<file path="config.mk">
export PLATFORM = sky130hd
export DESIGN_NAME = rf_access_ctrl_flat
export DESIGN_NICKNAME = d
export VERILOG_FILES = /design/src/rtl/rf_ctrl_pkg.sv /design/src/rtl/rf_access_ctrl_if.sv /design/src/rtl/rf_req_arbiter.sv /design/src/rtl/rf_access_ctrl.sv /design/src/flat_wrapper.sv
export SDC_FILE = /design/constraint.sdc
export NUM_CORES = 1
export LEC_CHECK = 0
export CAP_MARGIN = 40
export CORE_UTILIZATION = 40
export DETAILED_ROUTE_END_ITERATION = 6
export GPL_ROUTABILITY_DRIVEN = 0
export PLACE_DENSITY = 0.76
export SETUP_SLACK_MARGIN = 0.2
export SLEW_MARGIN = 20
export SYNTH_ARGS = -nofsm -noshare
export SYNTH_HDL_FRONTEND = slang
export SYNTH_SLANG_ARGS = --single-unit
</file>
<file path="constraint.sdc">
create_clock -name clk -period 2.8 [get_ports clk]
set_input_delay 0.56 -clock clk [delete_from_list [all_inputs] [get_ports clk]]
set_output_delay 0.56 -clock clk [all_outputs]
set_load 0.1 [all_outputs]
</file>
<file path="src/rtl/rf_ctrl_pkg.sv">
// rtl/rf_ctrl_pkg.sv - shared types and sizes for the register-file access controller
// Contents: rf_op_e request opcodes, ctrl_state_e sequencer states, register-file geometry.
package rf_ctrl_pkg;

    localparam int RF_DATA_W   = 16;
    localparam int RF_REG_W    = 3;
    localparam int RF_NUM_REGS = 8;

    typedef enum logic [1:0] {
        OP_NOP = 2'b00,
        OP_RD1 = 2'b01,
        OP_RD2 = 2'b10,
        OP_WR  = 2'b11
    } rf_op_e;

    typedef enum logic [2:0] {
        ST_IDLE,
        ST_RD_A,
        ST_RD_B,
        ST_WR,
        ST_RESP
    } ctrl_state_e;

endpackage

</file>
<file path="src/rtl/rf_access_ctrl_if.sv">
// rtl/rf_access_ctrl_if.sv - requester-side request/grant/response bus of rf_access_ctrl
// Signals: req/req_op/req_ra/req_rb/req_wdata (packed per requester), gnt (one-hot),
//          rsp_valid/rsp_id/rsp_a/rsp_b (response pulse), busy.
// Modports: master = requester side, slave = controller side.
interface rf_access_ctrl_if #(
    parameter int N_REQ  = 2,
    parameter int DATA_W = 16,
    parameter int REG_W  = 3
);
    logic [N_REQ-1:0]        req;
    logic [2*N_REQ-1:0]      req_op;
    logic [REG_W*N_REQ-1:0]  req_ra;
    logic [REG_W*N_REQ-1:0]  req_rb;
    logic [DATA_W*N_REQ-1:0] req_wdata;
    logic [N_REQ-1:0]        gnt;
    logic                    rsp_valid;
    logic [1:0]              rsp_id;
    logic [DATA_W-1:0]       rsp_a;
    logic [DATA_W-1:0]       rsp_b;
    logic                    busy;

    modport master (
        output req, req_op, req_ra, req_rb, req_wdata,
        input  gnt, rsp_valid, rsp_id, rsp_a, rsp_b, busy
    );

    modport slave (
        input  req, req_op, req_ra, req_rb, req_wdata,
        output gnt, rsp_valid, rsp_id, rsp_a, rsp_b, busy
    );
endinterface

</file>
<file path="src/rtl/rf_req_arbiter.sv">
// rtl/rf_req_arbiter.sv - picks one requester while the controller is idle
// Ports: clk, reset (sync, active-high), en (controller idle), req[N_REQ],
//        gnt[N_REQ] one-hot (combinational), gnt_idx winner index.
// Build option RF_CTRL_RR_EN: round-robin starting after the last winner;
// otherwise fixed priority with requester 0 highest.
module rf_req_arbiter #(
    parameter int N_REQ = 2
) (
    input  logic             clk,
    input  logic             reset,
    input  logic             en,
    input  logic [N_REQ-1:0] req,
    output logic [N_REQ-1:0] gnt,
    output logic [1:0]       gnt_idx
);

`ifdef RF_CTRL_RR_EN
    logic [1:0] ptr;

    // Pointer moves only when a grant is actually issued.
    always_ff @(posedge clk) begin
        if (reset) begin
            ptr <= 2'(N_REQ - 1);
        end else if (|gnt) begin
            ptr <= gnt_idx;
        end
    end
`else
    logic unused_clk_rst;
    assign unused_clk_rst = clk ^ reset;
`endif

    always_comb begin
        logic [N_REQ-1:0] sh;
        int               k;
        gnt     = '0;
        gnt_idx = '0;
        sh      = '0;
        k       = 0;
        if (en) begin
            // Walk from lowest to highest priority so the last hit is the winner.
            for (int i = N_REQ - 1; i >= 0; i--) begin
`ifdef RF_CTRL_RR_EN
                k = (int'(ptr) + 1 + i) % N_REQ;
`else
                k = i;
`endif
                sh = req >> k;
                if (sh[0]) begin
                    gnt     = N_REQ'(1) << k;
                    gnt_idx = 2'(k);
                end
            end
        end
    end

endmodule

</file>
<file path="src/rtl/rf_access_ctrl.sv">
// rtl/rf_access_ctrl.sv - sequencer/arbiter for a single-port 8x16 register file
// Ports: clk, reset (sync, active-high), bus (rf_access_ctrl_if.slave: req/gnt/rsp),
//        rf_reg_num/rf_rd_wr/rf_d_in to the register file, rf_d_out from it (combinational).
// One transaction at a time: WR, RD1, RD2 (two cycles) or NOP; response pulse in RESP.
// Build option RF_CTRL_RR_EN selects round-robin arbitration (see rf_req_arbiter).
module rf_access_ctrl
    import rf_ctrl_pkg::*;
#(
    parameter int N_REQ  = 2,
    parameter int DATA_W = RF_DATA_W,
    parameter int REG_W  = RF_REG_W
) (
    input  logic              clk,
    input  logic              reset,
    rf_access_ctrl_if.slave   bus,
    output logic [REG_W-1:0]  rf_reg_num,
    output logic              rf_rd_wr,
    output logic [DATA_W-1:0] rf_d_in,
    input  logic [DATA_W-1:0] rf_d_out
);

    // Per-requester fields unpacked into 4-entry tables so a 2-bit index is always in range.
    logic [1:0]        op_arr [4];
    logic [REG_W-1:0]  ra_arr [4];
    logic [REG_W-1:0]  rb_arr [4];
    logic [DATA_W-1:0] wd_arr [4];

    for (genvar i = 0; i < 4; i++) begin : g_unpack
        if (i < N_REQ) begin : g_on
            assign op_arr[i] = bus.req_op[2*i +: 2];
            assign ra_arr[i] = bus.req_ra[REG_W*i +: REG_W];
            assign rb_arr[i] = bus.req_rb[REG_W*i +: REG_W];
            assign wd_arr[i] = bus.req_wdata[DATA_W*i +: DATA_W];
        end else begin : g_off
            assign op_arr[i] = '0;
            assign ra_arr[i] = '0;
            assign rb_arr[i] = '0;
            assign wd_arr[i] = '0;
        end
    end

    ctrl_state_e       state;
    rf_op_e            op_q;
    logic [REG_W-1:0]  rb_q;
    logic [1:0]        id_q;
    logic [DATA_W-1:0] a_q;
    logic [DATA_W-1:0] b_q;
    logic              rsp_valid_q;
    logic              busy_q;
    logic [N_REQ-1:0]  gnt;
    logic [1:0]        win_idx;
    rf_op_e            win_op;

    rf_req_arbiter #(.N_REQ(N_REQ)) u_arb (
        .clk     (clk),
        .reset   (reset),
        .en      (state == ST_IDLE),
        .req     (bus.req),
        .gnt     (gnt),
        .gnt_idx (win_idx)
    );

    assign win_op        = rf_op_e'(op_arr[win_idx]);
    assign bus.gnt       = gnt;
    assign bus.rsp_valid = rsp_valid_q;
    assign bus.rsp_id    = id_q;
    assign bus.rsp_a     = a_q;
    assign bus.rsp_b     = b_q;
    assign bus.busy      = busy_q;

    always_ff @(posedge clk) begin
        if (reset) begin
            state       <= ST_IDLE;
            op_q        <= OP_NOP;
            rb_q        <= '0;
            id_q        <= '0;
            a_q         <= '0;
            b_q         <= '0;
            rsp_valid_q <= 1'b0;
            busy_q      <= 1'b0;
            rf_reg_num  <= '0;
            rf_rd_wr    <= 1'b0;
            rf_d_in     <= '0;
        end else begin
            rsp_valid_q <= 1'b0;
            rf_rd_wr    <= 1'b0;
            unique case (state)
                ST_IDLE: begin
                    if (|gnt) begin
                        op_q       <= win_op;
                        rb_q       <= rb_arr[win_idx];
                        id_q       <= win_idx;
                        a_q        <= '0;
                        b_q        <= '0;
                        busy_q     <= 1'b1;
                        // Port address/data are set up at the grant edge so the
                        // next state sees them stable for its whole cycle.
                        rf_reg_num <= ra_arr[win_idx];
                        rf_d_in    <= (win_op == OP_WR) ? wd_arr[win_idx] : '0;
                        unique case (win_op)
                            OP_RD1, OP_RD2: state <= ST_RD_A;
                            OP_WR: begin
                                state    <= ST_WR;
                                rf_rd_wr <= 1'b1;
                            end
                            OP_NOP: begin
                                state       <= ST_RESP;
                                rsp_valid_q <= 1'b1;
                            end
                        endcase
                    end
                end
                ST_RD_A: begin
                    a_q <= rf_d_out;
                    if (op_q == OP_RD2) begin
                        state      <= ST_RD_B;
                        rf_reg_num <= rb_q;
                    end else begin
                        state       <= ST_RESP;
                        rsp_valid_q <= 1'b1;
                    end
                end
                ST_RD_B: begin
                    b_q         <= rf_d_out;
                    state       <= ST_RESP;
                    rsp_valid_q <= 1'b1;
                end
                ST_WR: begin
                    state       <= ST_RESP;
                    rsp_valid_q <= 1'b1;
                end
                ST_RESP: begin
                    state  <= ST_IDLE;
                    busy_q <= 1'b0;
                    a_q    <= '0;
                    b_q    <= '0;
                end
                default: state <= ST_IDLE;
            endcase
        end
    end

endmodule

</file>
<file path="src/flat_wrapper.sv">
// flat-port wrapper written by rule: the top's interface ports become plain ports
module rf_access_ctrl_flat import rf_ctrl_pkg::*;
#(
    parameter int N_REQ  = 2,
    parameter int DATA_W = RF_DATA_W,
    parameter int REG_W  = RF_REG_W
)
  (clk, reset, rf_reg_num, rf_rd_wr, rf_d_in, rf_d_out, bus_req, bus_req_op, bus_req_ra, bus_req_rb, bus_req_wdata, bus_gnt, bus_rsp_valid, bus_rsp_id, bus_rsp_a, bus_rsp_b, bus_busy);
  rf_access_ctrl_if #(.N_REQ(N_REQ), .DATA_W(DATA_W), .REG_W(REG_W)) bus_i ();
  input  logic clk;
  input  logic reset;
  output logic [REG_W-1:0] rf_reg_num;
  output logic rf_rd_wr;
  output logic [DATA_W-1:0] rf_d_in;
  input  logic [DATA_W-1:0] rf_d_out;
  input wire logic [$bits(bus_i.req)-1:0] bus_req;
  input wire logic [$bits(bus_i.req_op)-1:0] bus_req_op;
  input wire logic [$bits(bus_i.req_ra)-1:0] bus_req_ra;
  input wire logic [$bits(bus_i.req_rb)-1:0] bus_req_rb;
  input wire logic [$bits(bus_i.req_wdata)-1:0] bus_req_wdata;
  output wire logic [$bits(bus_i.gnt)-1:0] bus_gnt;
  output wire logic [$bits(bus_i.rsp_valid)-1:0] bus_rsp_valid;
  output wire logic [$bits(bus_i.rsp_id)-1:0] bus_rsp_id;
  output wire logic [$bits(bus_i.rsp_a)-1:0] bus_rsp_a;
  output wire logic [$bits(bus_i.rsp_b)-1:0] bus_rsp_b;
  output wire logic [$bits(bus_i.busy)-1:0] bus_busy;
  assign bus_i.req = bus_req;
  assign bus_i.req_op = bus_req_op;
  assign bus_i.req_ra = bus_req_ra;
  assign bus_i.req_rb = bus_req_rb;
  assign bus_i.req_wdata = bus_req_wdata;
  assign bus_gnt = bus_i.gnt;
  assign bus_rsp_valid = bus_i.rsp_valid;
  assign bus_rsp_id = bus_i.rsp_id;
  assign bus_rsp_a = bus_i.rsp_a;
  assign bus_rsp_b = bus_i.rsp_b;
  assign bus_busy = bus_i.busy;
  rf_access_ctrl #(.N_REQ(N_REQ), .DATA_W(DATA_W), .REG_W(REG_W)) u_core (.clk(clk), .reset(reset), .bus(bus_i), .rf_reg_num(rf_reg_num), .rf_rd_wr(rf_rd_wr), .rf_d_in(rf_d_in), .rf_d_out(rf_d_out));
endmodule
</file>
Word-level counts from Yosys, hierarchy flattened
Index checks and enable logic that the tools add are counted.
{"block": "word_totals", "regBits": 64, "in_bits": 68, "output_inout_bits": 58, "word_cells": 76}
{"block": "op_classes", "magnitude_cmp": 1, "eq_ne": 10, "n_mux": 36, "n_bitwise": 3, "n_reduce_logical": 15}
{"operator": "$pmux W16 S3", "n": 2}
{"operator": "$mux W16", "n": 4}
{"operator": "$bmux W16 S2", "n": 1}
{"operator": "$mux W3", "n": 8}
{"operator": "$pmux W3 S3", "n": 2}
{"operator": "$mux W2", "n": 7}
{"operator": "$bmux W3 S2", "n": 2}
{"operator": "$reduce_and A2 Y1", "n": 4}
{"operator": "$eq A2 B2 Y1 const B", "n": 3}
{"operator": "$eq A3 B2 Y1 const B", "n": 2}
{"operator": "$mux W1", "n": 6}
{"operator": "$pmux W3 S2", "n": 1}
{"operator": "$reduce_bool A3 Y1", "n": 2}
{"operator": "$reduce_or A2 Y1", "n": 3}
{"operator": "$bmux W2 S2", "n": 1}
{"operator": "$ne A2 B1 Y1 const B", "n": 2}
{"operator": "$reduce_bool A2 Y1", "n": 2}
{"operator": "$eq A3 B1 Y1 const B", "n": 1}
{"operator": "$eq A3 B3 Y1 const B", "n": 1}
{"operator": "$ge A3 B3 Y1 const B", "n": 1}
{"operator": "$logic_not A3 Y1", "n": 1}
{"operator": "$not A2 Y3", "n": 1}
{"operator": "$pmux W1 S3", "n": 1}
{"operator": "$reduce_and A3 Y1", "n": 1}
{"operator": "other kinds (5)", "n": 6}

Depth between registers and ports, before layout
Gate-level depths: netlist (run 1).
{"block": "depth", "ltp_word": 12, "mapped_depth": 7, "mapped_depth_nobuf": 4}

Modules after synthesis
Synthesis (run 1) repeated with hierarchy kept, for this count alone.
{"block": "hier_totals", "cells_unflattened": 314, "area_unflattened_um2": 2813.9}
{"module": "rf_access_ctrl", "instances": 1, "cells_each": 309, "area_each_um2": 2778.9, "seq_area_each_um2": 1281.2}
{"module": "rf_req_arbiter", "instances": 1, "cells_each": 5, "area_each_um2": 35.0, "seq_area_each_um2": 0.0}

Least setup slack after synthesis (run 1)
OpenSTA, ideal clock, no wires.
{"block": "synth_path", "kind": "input-to-output", "start": "in bus_req[1]", "end": "out bus_gnt[1]", "arrival_ns": 1.851, "required_time_ns": 2.240, "path_slack_ns": 0.389, "cell_stages": 5, "n_path_buf": 2, "path_cell_list": "buf_2 -> nor2b_1 -> nand2_1 -> buf_2 -> inv_1"}
{"block": "synth_via", "elab_chain_cells": 3}
{"element": "start, declared", "line_no": "flat_wrapper.sv:16", "rtl": "input wire logic [$bits(bus_i.req)-1:0] bus_req;"}
{"element": "$mux W2 (2 in series)", "line_no": "rf_req_arbiter.sv:49", "rtl": "if (sh[0]) begin"}
{"element": "$mux W2", "line_no": "rf_req_arbiter.sv:40", "rtl": "if (en) begin"}
{"element": "end, declared", "line_no": "flat_wrapper.sv:21", "rtl": "output wire logic [$bits(bus_i.gnt)-1:0] bus_gnt;"}
No other way between the ends.

Worst setup path in the final report (run 1)
{"block": "layout_path", "start": "in bus_req[0]", "end": "out bus_gnt[0]"}
{"block": "layout_via", "elab_chain_cells": 2}
{"element": "$mux W2", "line_no": "rf_req_arbiter.sv:49"}
{"element": "$mux W2", "line_no": "rf_req_arbiter.sv:40"}
No other way between the ends.

==> metrics.yaml, run 1 <==
status: "complete, but fails checks"
violations: "DRC"
cts_tree: "built"
clock_sinks: 63
clockPowerShare_pct: 32.2
place_hpwl_mm: 5.02
crit_arrival_ns: 1.84
skew_ns: 0.00703
die_h_um: 83.0
layout-area-overhead-vs-synth_pct: 51.6
cts.htree.levels: 3
whs_ns: 0.467
fin_ws_ns: 0.401
worst-path-max-fanout: 10
groute.usage.overall_pct: 19.9
powerDensity_mw_per_mm2: 683
antenna_found_initial: 0
hold_viol_final: 0
synth_area_leaders: "dfxtp_1 48%, mux2i_1 6.5%, a22o_1 5.3%"
yosysTopAreaCellShare_pct: 48.0
cts.reportedPaths.clkPinSlew_ns: 0.07
synth_cell_types: 39
grt_max_degree: 20
grt_pass1_vias: 2351
seq_area_mm2: 0.00126
p_leak_uw: 0.00175
vdd_drop_max_mv: 0.558
r2r_end: "u_core.bus.rsp_a[13]$_SDFFE_PP0P_"
yosysSeqAreaShare_pct: 48.0
critical_path_class: "in -> out"
ant_nets: 0
ys_ff_latch: 63
slew_headroom_pct: 59.6
start_util_pct: 41.3
cp-start-kind: "input pin"
rows: 29
setup_viol: 0
dr.pass1.iters: 7
cts_buffers: 9
tightest_slew_ns: 0.603
seqPwrFrac_pct: 37.0
die_w_um: 83.0
ctsHoldBuffers: 0
syn_inst: 250
insertedDiodeCount: 0
ys_top_cells_by_count: "63 x dfxtp_1, 35 x nor2_1, 17 x mux2i_1"
cp-end-kind: "output pin"
required_ns: 2.24
syn_area_mm2: 0.00263
power.internal_uw: 1780
ctsLongestPathBuffers: 2
r2r_cells: 5
drc: 2
portBuffers: 124
overflow: 0
hold_class: "reg -> reg"
post_cts.repair.setup_buffers: 0
avgSynthCellArea_um2: 10.5
final_design_area_no_fill_mm2: 0.00398
die_area_mm2: 0.00689
routedWlPerCell_um: 14.4
r2r_start: "u_core.state[0]$_SDFFE_PP0P_"
place_area_mm2: 0.00375
max-cap-violations: 0
n_fill_cell: 542
core_mm2: 0.00635
pre_cts_ws_ns: 0.292
yosysMostFrequentCell: "dfxtp_1"
via_per_inst: 5.15
io_pins: 126
clk_latency_ns: 0.32
vias: 2341
synth_warnings: 0
fmax_mhz: 417
synth_nets: 318
hold_start: "u_core.rf_d_in[4]$_SDFFE_PP0P_"
async_reset_ff_share_pct: 0
rrSetupSlack_ns: 0.95
finalCritPeriodShare_pct: 85.7
period_needed_ns: 2.40
rsz0062_at_grt: "false"
cts-root-buf: "clkbuf_8"
slew_viol_final: 0
fin_nets: 441
synth_ff_type: "dfxtp_1"
holdPathStages: 1
comb_power_share_pct: 30.9
dp_cells: 439
totalWireLength_mm: 6.56
multiInputGateArea_mm2: 0.00119
netSwitchingFraction_pct: 34.6
drive_above_1_share_pct: 25.4
grt_first_pass_wirelength_mm: 11.1
setup_tns_ns: 0
fin_cells: 455
power_switching_uw: 940
synth_edf_count: 0
synth.largest_area_cell: "dfxtp_1"
min_to: "u_core.rf_d_in[4]$_SDFFE_PP0P_"
drtIter0Drc: 117
-- placed cells by master (no fill, tap or decap), types with 3 or more instances in the layout --
cell             synthesis  final
buf_4                    4     63
clkdlybuf4s50_1          0     67
o22ai_1                  5      5
nor2b_1                  5      4
o21ai_0                  4      4
inv_1                    6      6
nor3_1                  10     10
a21oi_1                  8      8
a22oi_1                 16     16
mux2i_1                 17     17
a22o_1                  16     16
o2bb2ai_2                8      8
nand2_1                  3      3
nor2_1                  35     35
dfxtp_1                 63     63
o311a_1                  3      3
nand2b_1                 3      3
a211oi_1                 3      3
clkbuf_8                 0     11
o2bb2ai_1                8      8
-- per-stage QoR --
step,utilization (%),total power [µW]
after floorplan,-,1650
after global placement,58.9,1850
after detailed placement,59.1,1860
after CTS,62.6,2740
after global routing,62.7,2840
final,62.7,2720
-- per-layer routing --
layer,global-route usage (%),part of all wire (%)
met5,0,0
met4,9.25,2.3
met3,4.67,6.2
met2,34.6,49
met1,23.0,42
-- worst max-delay path, stage by stage --
cell and delay (ns):
clkdlybuf4s50_1 0.63, buf_4 0.22, and2_1 0.23, buf_12 0.20
-- what timing repair did --
item,in CTS,in global routing
gates resized for setup,0,1
endpoints found under the hold margin,0,0
setup endpoints to repair,0,1
-- layout make-up --
| class | count | share of cell area (%) |
|---|---|---|
| multi-input cells | 161 | 30.0 |
| clock buffers | 13 | 3.99 |
| flip-flops and latches | 63 | 31.7 |
| clock inverters | 3 | 1.63 |
| well taps | 77 | 2.42 |
| inverters | 6 | 0.566 |
| repair buffers | 132 | 29.7 |
-- sequential cells by signal (all words and copies together) (netlist names) --
signal,cells
u_core.bus.rsp_a,16
u_core.bus.rsp_b,16
u_core.rf_d_in,16
u_core.rb_q,3
u_core.rf_reg_num,3
u_core.state,3
u_core.op_q,2
u_core.bus.busy,1
u_core.bus.rsp_id,1
u_core.bus.rsp_valid,1
u_core.rf_rd_wr,1
-- power by group through the flow --
| stage | logic (µW) | registers [µW] | clock network, µW |
|---|---|---|---|
| floorplan | 319 | 1330 | 0 |
| global placement | 828 | 1020 | 0 |
| detailed placement | 841 | 1020 | 0 |
| CTS | 842 | 1000 | 894 |
| global route | 882 | 1010 | 946 |
| finish | 839 | 1000 | 874 |
-- cell families (layout without fill, tap and decap cells) --
kind of cell    after synthesis  count (layout)  share of synthesized area, %
flops                        63              63                          48.0
compound gates               75              75                          24.5
simple gates                 68              68                          14.2
buf+inv                      26             154                          6.62
other cells                   1               1                         0.143
mux                          17              17                          6.48
-- worst max path at each step --
stage                           from                                 to  slack (ns)  depth (start not counted)
after detailed placement  bus_req[0]     u_core.rf_d_in[9]$_SDFFE_PP0P_        0.29                          6
after global placement    bus_req[0]  u_core.bus.rsp_a[12]$_SDFFE_PP0P_        0.26                          5
after floorplan           bus_req[1]                         bus_gnt[1]        0.39                          5
after global routing      bus_req[0]                         bus_gnt[1]        0.31                          5
after CTS                 bus_req[0]                         bus_gnt[1]        0.33                          5
final                     bus_req[0]                         bus_gnt[0]        0.40                          4
No activity file was read; power rests on OpenSTA's default activity.
==> run 2, diff against run 1 <==
--- a/config.mk
+++ b/config.mk
@@ -9,9 +9,10 @@
 export CORE_UTILIZATION = 40
 export DETAILED_ROUTE_END_ITERATION = 6
 export GPL_ROUTABILITY_DRIVEN = 0
-export PLACE_DENSITY = 0.76
+export PLACE_DENSITY = 0.74
 export SETUP_SLACK_MARGIN = 0.2
 export SLEW_MARGIN = 20
 export SYNTH_ARGS = -nofsm -noshare
 export SYNTH_HDL_FRONTEND = slang
+export SYNTH_HIERARCHICAL = 1
 export SYNTH_SLANG_ARGS = --single-unit
==> metrics.yaml, run 2 <==
status: "complete, no violations"
die_h_um: 85.9  # +3.5%
rsz0062_at_grt: "false"
cts.reportedPaths.clkPinSlew_ns: 0.07  # about the same
syn_inst: 314  # +26%
ys_ff_latch: 64  # +1.6%
slowest_delay_ns: 0.49  # -0.14 ns
cts.htree.levels: 3  # unchanged
totalWireLength_mm: 7.67  # +17%
drive_above_1_share_pct: 24.2  # -1.2 points
overflow: 0  # unchanged
start_util_pct: 41.4  # +0.078 points
use_met3_pct: 6.54  # +1.9 points
powerDensity_mw_per_mm2: 589  # -14%
hold_class: "reg -> reg"
crit_arrival_ns: 1.94  # +0.10 ns
ctsLongestPathBuffers: 2  # unchanged
cp-end-kind: "output pin"
die_w_um: 85.9  # +3.5%
final_util_pct: 63.2  # +0.52 points
hold_viol_final: 0  # unchanged
synth_nets: 382  # +20%
n_fill_cell: 610  # +13%
ys_top_cells_by_count: "64 x dfxtp_1, 41 x a21oi_1, 39 x o21ai_0"
avgSynthCellArea_um2: 8.96  # -15%
grt_pass1_vias: 2652  # +13%
top_usage_layer: "met2"
cts-root-buf: "clkbuf_8"
yosysMostFrequentCell: "dfxtp_1"
period_needed_ns: 2.50  # +0.104 ns
ant_nets: 0  # unchanged
cp_slowest_cell: "or3_4"
clk_latency_ns: 0.34  # +0.02 ns
die_area_mm2: 0.00737  # +7.0%
dr.pass1.iters: 5  # -2
seq_area_mm2: 0.00128  # +1.6%
worst-path-max-fanout: 15  # +5
path_buf_inv: 3  # unchanged
groute.usage.overall_pct: 21.2  # +1.4 points
setup_tns_ns: 0  # unchanged
finalCritPeriodShare_pct: 89.4  # +3.7 points
io_pins: 126  # unchanged
cp-start-kind: "flip-flop"
fmax_mhz: 399  # -4.2%
cts_tree: "built"
routedWlPerCell_um: 14.4  # -0.42%
use_met1_pct: 25.8  # +2.8 points
syn_area_mm2: 0.00281  # +7.2%
vias: 2739  # +17%
grt_max_degree: 40  # +100%
multiInputGateArea_mm2: 0.00134  # +12%
setup_viol: 0  # unchanged
path_common_cell: "buf_12"
synth_ff_type: "dfxtp_1"
yosysTopAreaCellShare_pct: 45.5  # -2.5 points
place_hpwl_mm: 5.54  # +10%
grt_first_pass_wirelength_mm: 12.3  # +11%
synth_warnings: 6  # +6
async_reset_ff_share_pct: 0  # unchanged
skew_ns: 0.00637  # -0.000662 ns
synth_edf_count: 0  # unchanged
p_leak_uw: 0.00161  # -8.3%
slew_viol_final: 0  # unchanged
synth.largest_area_cell: "dfxtp_1"
drtIter0Drc: 155  # +32%
crit_chain: "or3_4 > clkinv_2 > and3b_4 > buf_12 > buf_12"
cts_buffers: 9  # unchanged
vdd_drop_max_mv: 0.305  # -45%
synth_cell_types: 34  # -13%
fin_nets: 501  # +14%
portBuffers: 125  # +0.81%
antenna_found_initial: 0  # unchanged
core_mm2: 0.00679  # +7.0%
grtUsageMet2_pct: 35.0  # +0.42 points
max-cap-violations: 0  # unchanged
yosysSeqAreaShare_pct: 45.5  # -2.5 points
rows: 30  # +3.4%
crit_family: "simple AND/OR/NAND/NOR gates"
layout-area-overhead-vs-synth_pct: 52.6
drc: 0  # -2
clock_sinks: 64  # +1.6%
insertedDiodeCount: 0  # unchanged
synth_area_leaders: "dfxtp_1 46%, mux2i_1 8.5%, a21oi_1 7.3%"
critical_path_class: "reg -> out"
layout_common_cells: "67 x clkdlybuf4s50_1, 67 x buf_4, 64 x dfxtp_1"
via_per_inst: 5.13  # -0.31%
required_ns: 2.24  # about the same
-- run 2: cell count changes in the layout (fill, tap and decap cells not counted), sizes merged, moves of 15 or more --
cell,change
o2bb2ai,-16
nand2,+33
a22o,-15
o32ai,+16
nor2,-32
a22oi,-16
o21ai,+34
a21oi,+33
-- run 2: final timing paths --
check	startpoint	endpoint	slack (ns)	cells after the start
worst max-delay path	u_core/state[0]$_SDFFE_PP0P_	bus_gnt[1]	0.30	5
worst max register to register	u_core/state[0]$_SDFFE_PP0P_	u_core/rf_d_in[6]$_SDFFE_PP0P_	0.38	8
worst min register to register	u_core/rf_d_in[1]$_SDFFE_PP0P_	u_core/rf_d_in[1]$_SDFFE_PP0P_	0.46	2
worst min-delay path	u_core/rf_d_in[1]$_SDFFE_PP0P_	u_core/rf_d_in[1]$_SDFFE_PP0P_	0.46	2
-- run 2: logic make-up after synthesis --
kind of cell | Yosys count | synth area share (%)
AOI/OAI and AO/OA | 113 | 26.6
buffers and inverters | 47 | 7.60
DFF | 64 | 45.5
muxes | 24 | 8.54
other | 1 | 0.133
and+or+nand+nor | 65 | 11.6
-- run 2: power breakdown --
part	internal, µW	switching [µW]
Clock	520	346
Sequential	947	26.5
Combinational	247	442
-- run 2: cell type report --
class / instances / share of cell area, %
Clock buffer: 10 / 3.21
Sequential cell: 64 / 29.8
Tap cell: 96 / 2.80
Clock inverter: 6 / 1.92
Inverter: 17 / 1.52
Multi-Input combinational cell: 203 / 31.2
Timing Repair Buffer: 138 / 29.5
-- run 2: metal layers --
metal  routed length, µm  up-vias
li1                    -     1359
met1                3420     1260
met2                3570      108
met3                 591       12
met4                  88        0
met5                   0        -
-- run 2: timing repair --
action,in CTS,in global routing
hold buffers,0,0
gates resized for setup,0,1
endpoints found under the setup margin,1,3
pin swaps,1,0
setup buffers,1,0
cloned,1,0
-- run 2: worst reg2reg max path: stages, from the launching register on --
cell	delay [ns]
dfxtp_1	0.38
or3_4	0.50
clkinv_2	0.15
and3b_4	0.24
buf_4	0.17
nor2_1	0.07
or3_1	0.35
buf_4	0.22
o32ai_1	0.27
-- run 2: metrics by stage --
step           setup slack [ns]  hold WS [ns]  instances  power [µW]  cell area [µm²]
2_1_floorplan             0.201         0.445        314        1450             2840
5_1_grt                   0.235         0.483        534        2620             4290
3_3_place_gp              0.306         0.445        515        1660             4030
3_5_place_dp              0.256         0.450        516        1670             4030
6_report                  0.297         0.461        534        2530             4290
4_1_cts                   0.289         0.462        534        2540             4290
==> run 3, diff against run 2 <==
--- a/config.mk
+++ b/config.mk
@@ -9,7 +9,7 @@
 export CORE_UTILIZATION = 40
 export DETAILED_ROUTE_END_ITERATION = 6
 export GPL_ROUTABILITY_DRIVEN = 0
-export PLACE_DENSITY = 0.74
+export PLACE_DENSITY = 0.77
 export SETUP_SLACK_MARGIN = 0.2
 export SLEW_MARGIN = 20
 export SYNTH_ARGS = -nofsm -noshare
==> metrics.yaml, run 3 (synthesized netlist as in run 2, its figures left out) <==
layout_common_cells: "69 x buf_4, 67 x clkdlybuf4s50_1, 64 x dfxtp_1"
setup_tns_ns: 0  # unchanged
status: "complete, no violations"
overflow: 0  # unchanged
slew_headroom_pct: 53.9
use_met3_pct: 6.83  # +0.29 points
cts_buffers: 9  # unchanged
die_w_um: 85.9  # unchanged
portBuffers: 125  # unchanged
crit_arrival_ns: 1.95  # about the same
cts.reportedPaths.clkPinSlew_ns: 0.08  # about the same
cts_tree: "built"
final_design_area_no_fill_mm2: 0.00432  # +0.61%
ctsLongestPathBuffers: 2  # unchanged
finalCritPeriodShare_pct: 89.5  # +0.10 points
insertedDiodeCount: 0  # unchanged
vdd_drop_max_mv: 0.282  # -7.8%
place_area_mm2: 0.00404  # +0.19%
final_common_cell: "buf_4"
cp-start-kind: "flip-flop"
rsz0062_at_grt: "false"
clk_latency_ns: 0.33  # about the same
seq_area_mm2: 0.00128  # unchanged
vias: 2802  # +2.3%
via_per_inst: 5.23  # +1.9%
start_util_pct: 41.4  # unchanged
fmax_mhz: 399  # -0.11%
clock_sinks: 64  # unchanged
power_uw: 2660  # +5.1%
p_leak_uw: 0.00162  # +1.1%
hold_viol_final: 0  # unchanged
skew_ns: 0.00971  # +0.00335 ns
drtIter0Drc: 167  # +7.7%
ant_nets: 0  # unchanged
slew_viol_final: 0  # unchanged
cts.htree.levels: 3  # unchanged
grt_pass1_vias: 2709  # +2.1%
max-cap-violations: 0  # unchanged
grt_max_degree: 45  # +13%
rows: 30  # unchanged
antenna_found_initial: 0  # unchanged
setup_viol: 0  # unchanged
dr.pass1.iters: 4  # -1
use_met1_pct: 25.6  # -0.15 points
io_pins: 126  # unchanged
worst-path-max-fanout: 13  # -2
totalWireLength_mm: 8.00  # +4.3%
hold_class: "reg -> reg"
top_usage_layer: "met2"
whs_ns: 0.460  # -0.00107 ns
groute.usage.overall_pct: 21.7  # +0.50 points
period_needed_ns: 2.51  # +0.00282 ns
place_hpwl_mm: 5.71  # +3.1%
n_fill_cell: 601  # -1.5%
powerDensity_mw_per_mm2: 615  # +4.5%
critical_path_class: "reg -> out"
tightest_slew_ns: 0.691
core_mm2: 0.00679  # unchanged
cp-end-kind: "output pin"
fin_nets: 503  # +0.40%
die_area_mm2: 0.00737  # unchanged
drive_above_1_share_pct: 24.3  # +0.12 points
required_ns: 2.24  # about the same
drc: 0  # unchanged
cts-root-buf: "clkbuf_8"
grtUsageMet2_pct: 36.6  # +1.6 points
multiInputGateArea_mm2: 0.00134  # about the same
routedWlPerCell_um: 14.9  # +3.9%
grt_first_pass_wirelength_mm: 12.5  # +1.9%
rrSetupSlack_ns: 0.39  # about the same
die_h_um: 85.9  # unchanged
ctsHoldBuffers: 0  # unchanged
layout-area-overhead-vs-synth_pct: 53.5
## run 3: changes by cell type in the layout (fill, tap and decap cells not counted), sizes merged
cell      before  now
clkinvlp       1    0
bufbuf         1    0
bufinv         2    3
buf           70   73
## run 3: final timing paths
path,cells past startpoint,to,start
max,5,bus_gnt[1],u_core/state[1]$_SDFFE_PP0P_
min,2,u_core/rf_d_in[1]$_SDFFE_PP0P_,u_core/rf_d_in[1]$_SDFFE_PP0P_
max reg2reg,6,u_core/rf_d_in[6]$_SDFFE_PP0P_,u_core/state[1]$_SDFFE_PP0P_
min reg2reg,2,u_core/rf_d_in[1]$_SDFFE_PP0P_,u_core/rf_d_in[1]$_SDFFE_PP0P_
## run 3: repair_timing
action / CTS / global route
endpoints found under the hold margin: 0 / 0
gates resized for setup: 1 / 0
endpoints found under the setup margin: 1 / 2
pin swaps: 0 / 1
buffers inserted: 0 / 3
## run 3: power breakdown
group / internal (µW) / switching (µW)
Sequential: 947 / 22.2
Combinational: 248 / 451
Clock: 620 / 370
## run 3: stage by stage
stage | util, % | std cells | worst slack [ns]
4_1_cts | 63.3 | 533 | 0.229
5_1_grt | 63.6 | 536 | 0.213
3_3_place_gp | 59.5 | 517 | 0.371
6_report | 63.6 | 536 | 0.294
2_1_floorplan | - | 314 | 0.201
3_5_place_dp | 59.5 | 517 | 0.300
## run 3: cell type report
cell class                 count  share of cell area [%]
multi-input combinational    203                    31.0
sequential                    64                    29.7
tap                           96                    2.78
clock buffer                  10                    3.19
timing repair buffer         140                    29.2
clock inverter                 6                    2.69
inverter                      17                    1.51
## run 3: metal layers
| layer | vias to the layer above | share of wire [%] |
|---|---|---|
| li1 | 1366 | - |
| met3 | 11 | 8.6 |
| met4 | 0 | 1.1 |
| met2 | 122 | 48 |
| met5 | - | 0 |
| met1 | 1303 | 42 |
## run 3: critical path: stages (launching register included)
cell	delay [ns]
dfxtp_1	0.39
or3_4	0.46
clkinv_2	0.14
and3b_4	0.23
buf_6	0.19
buf_12	0.19
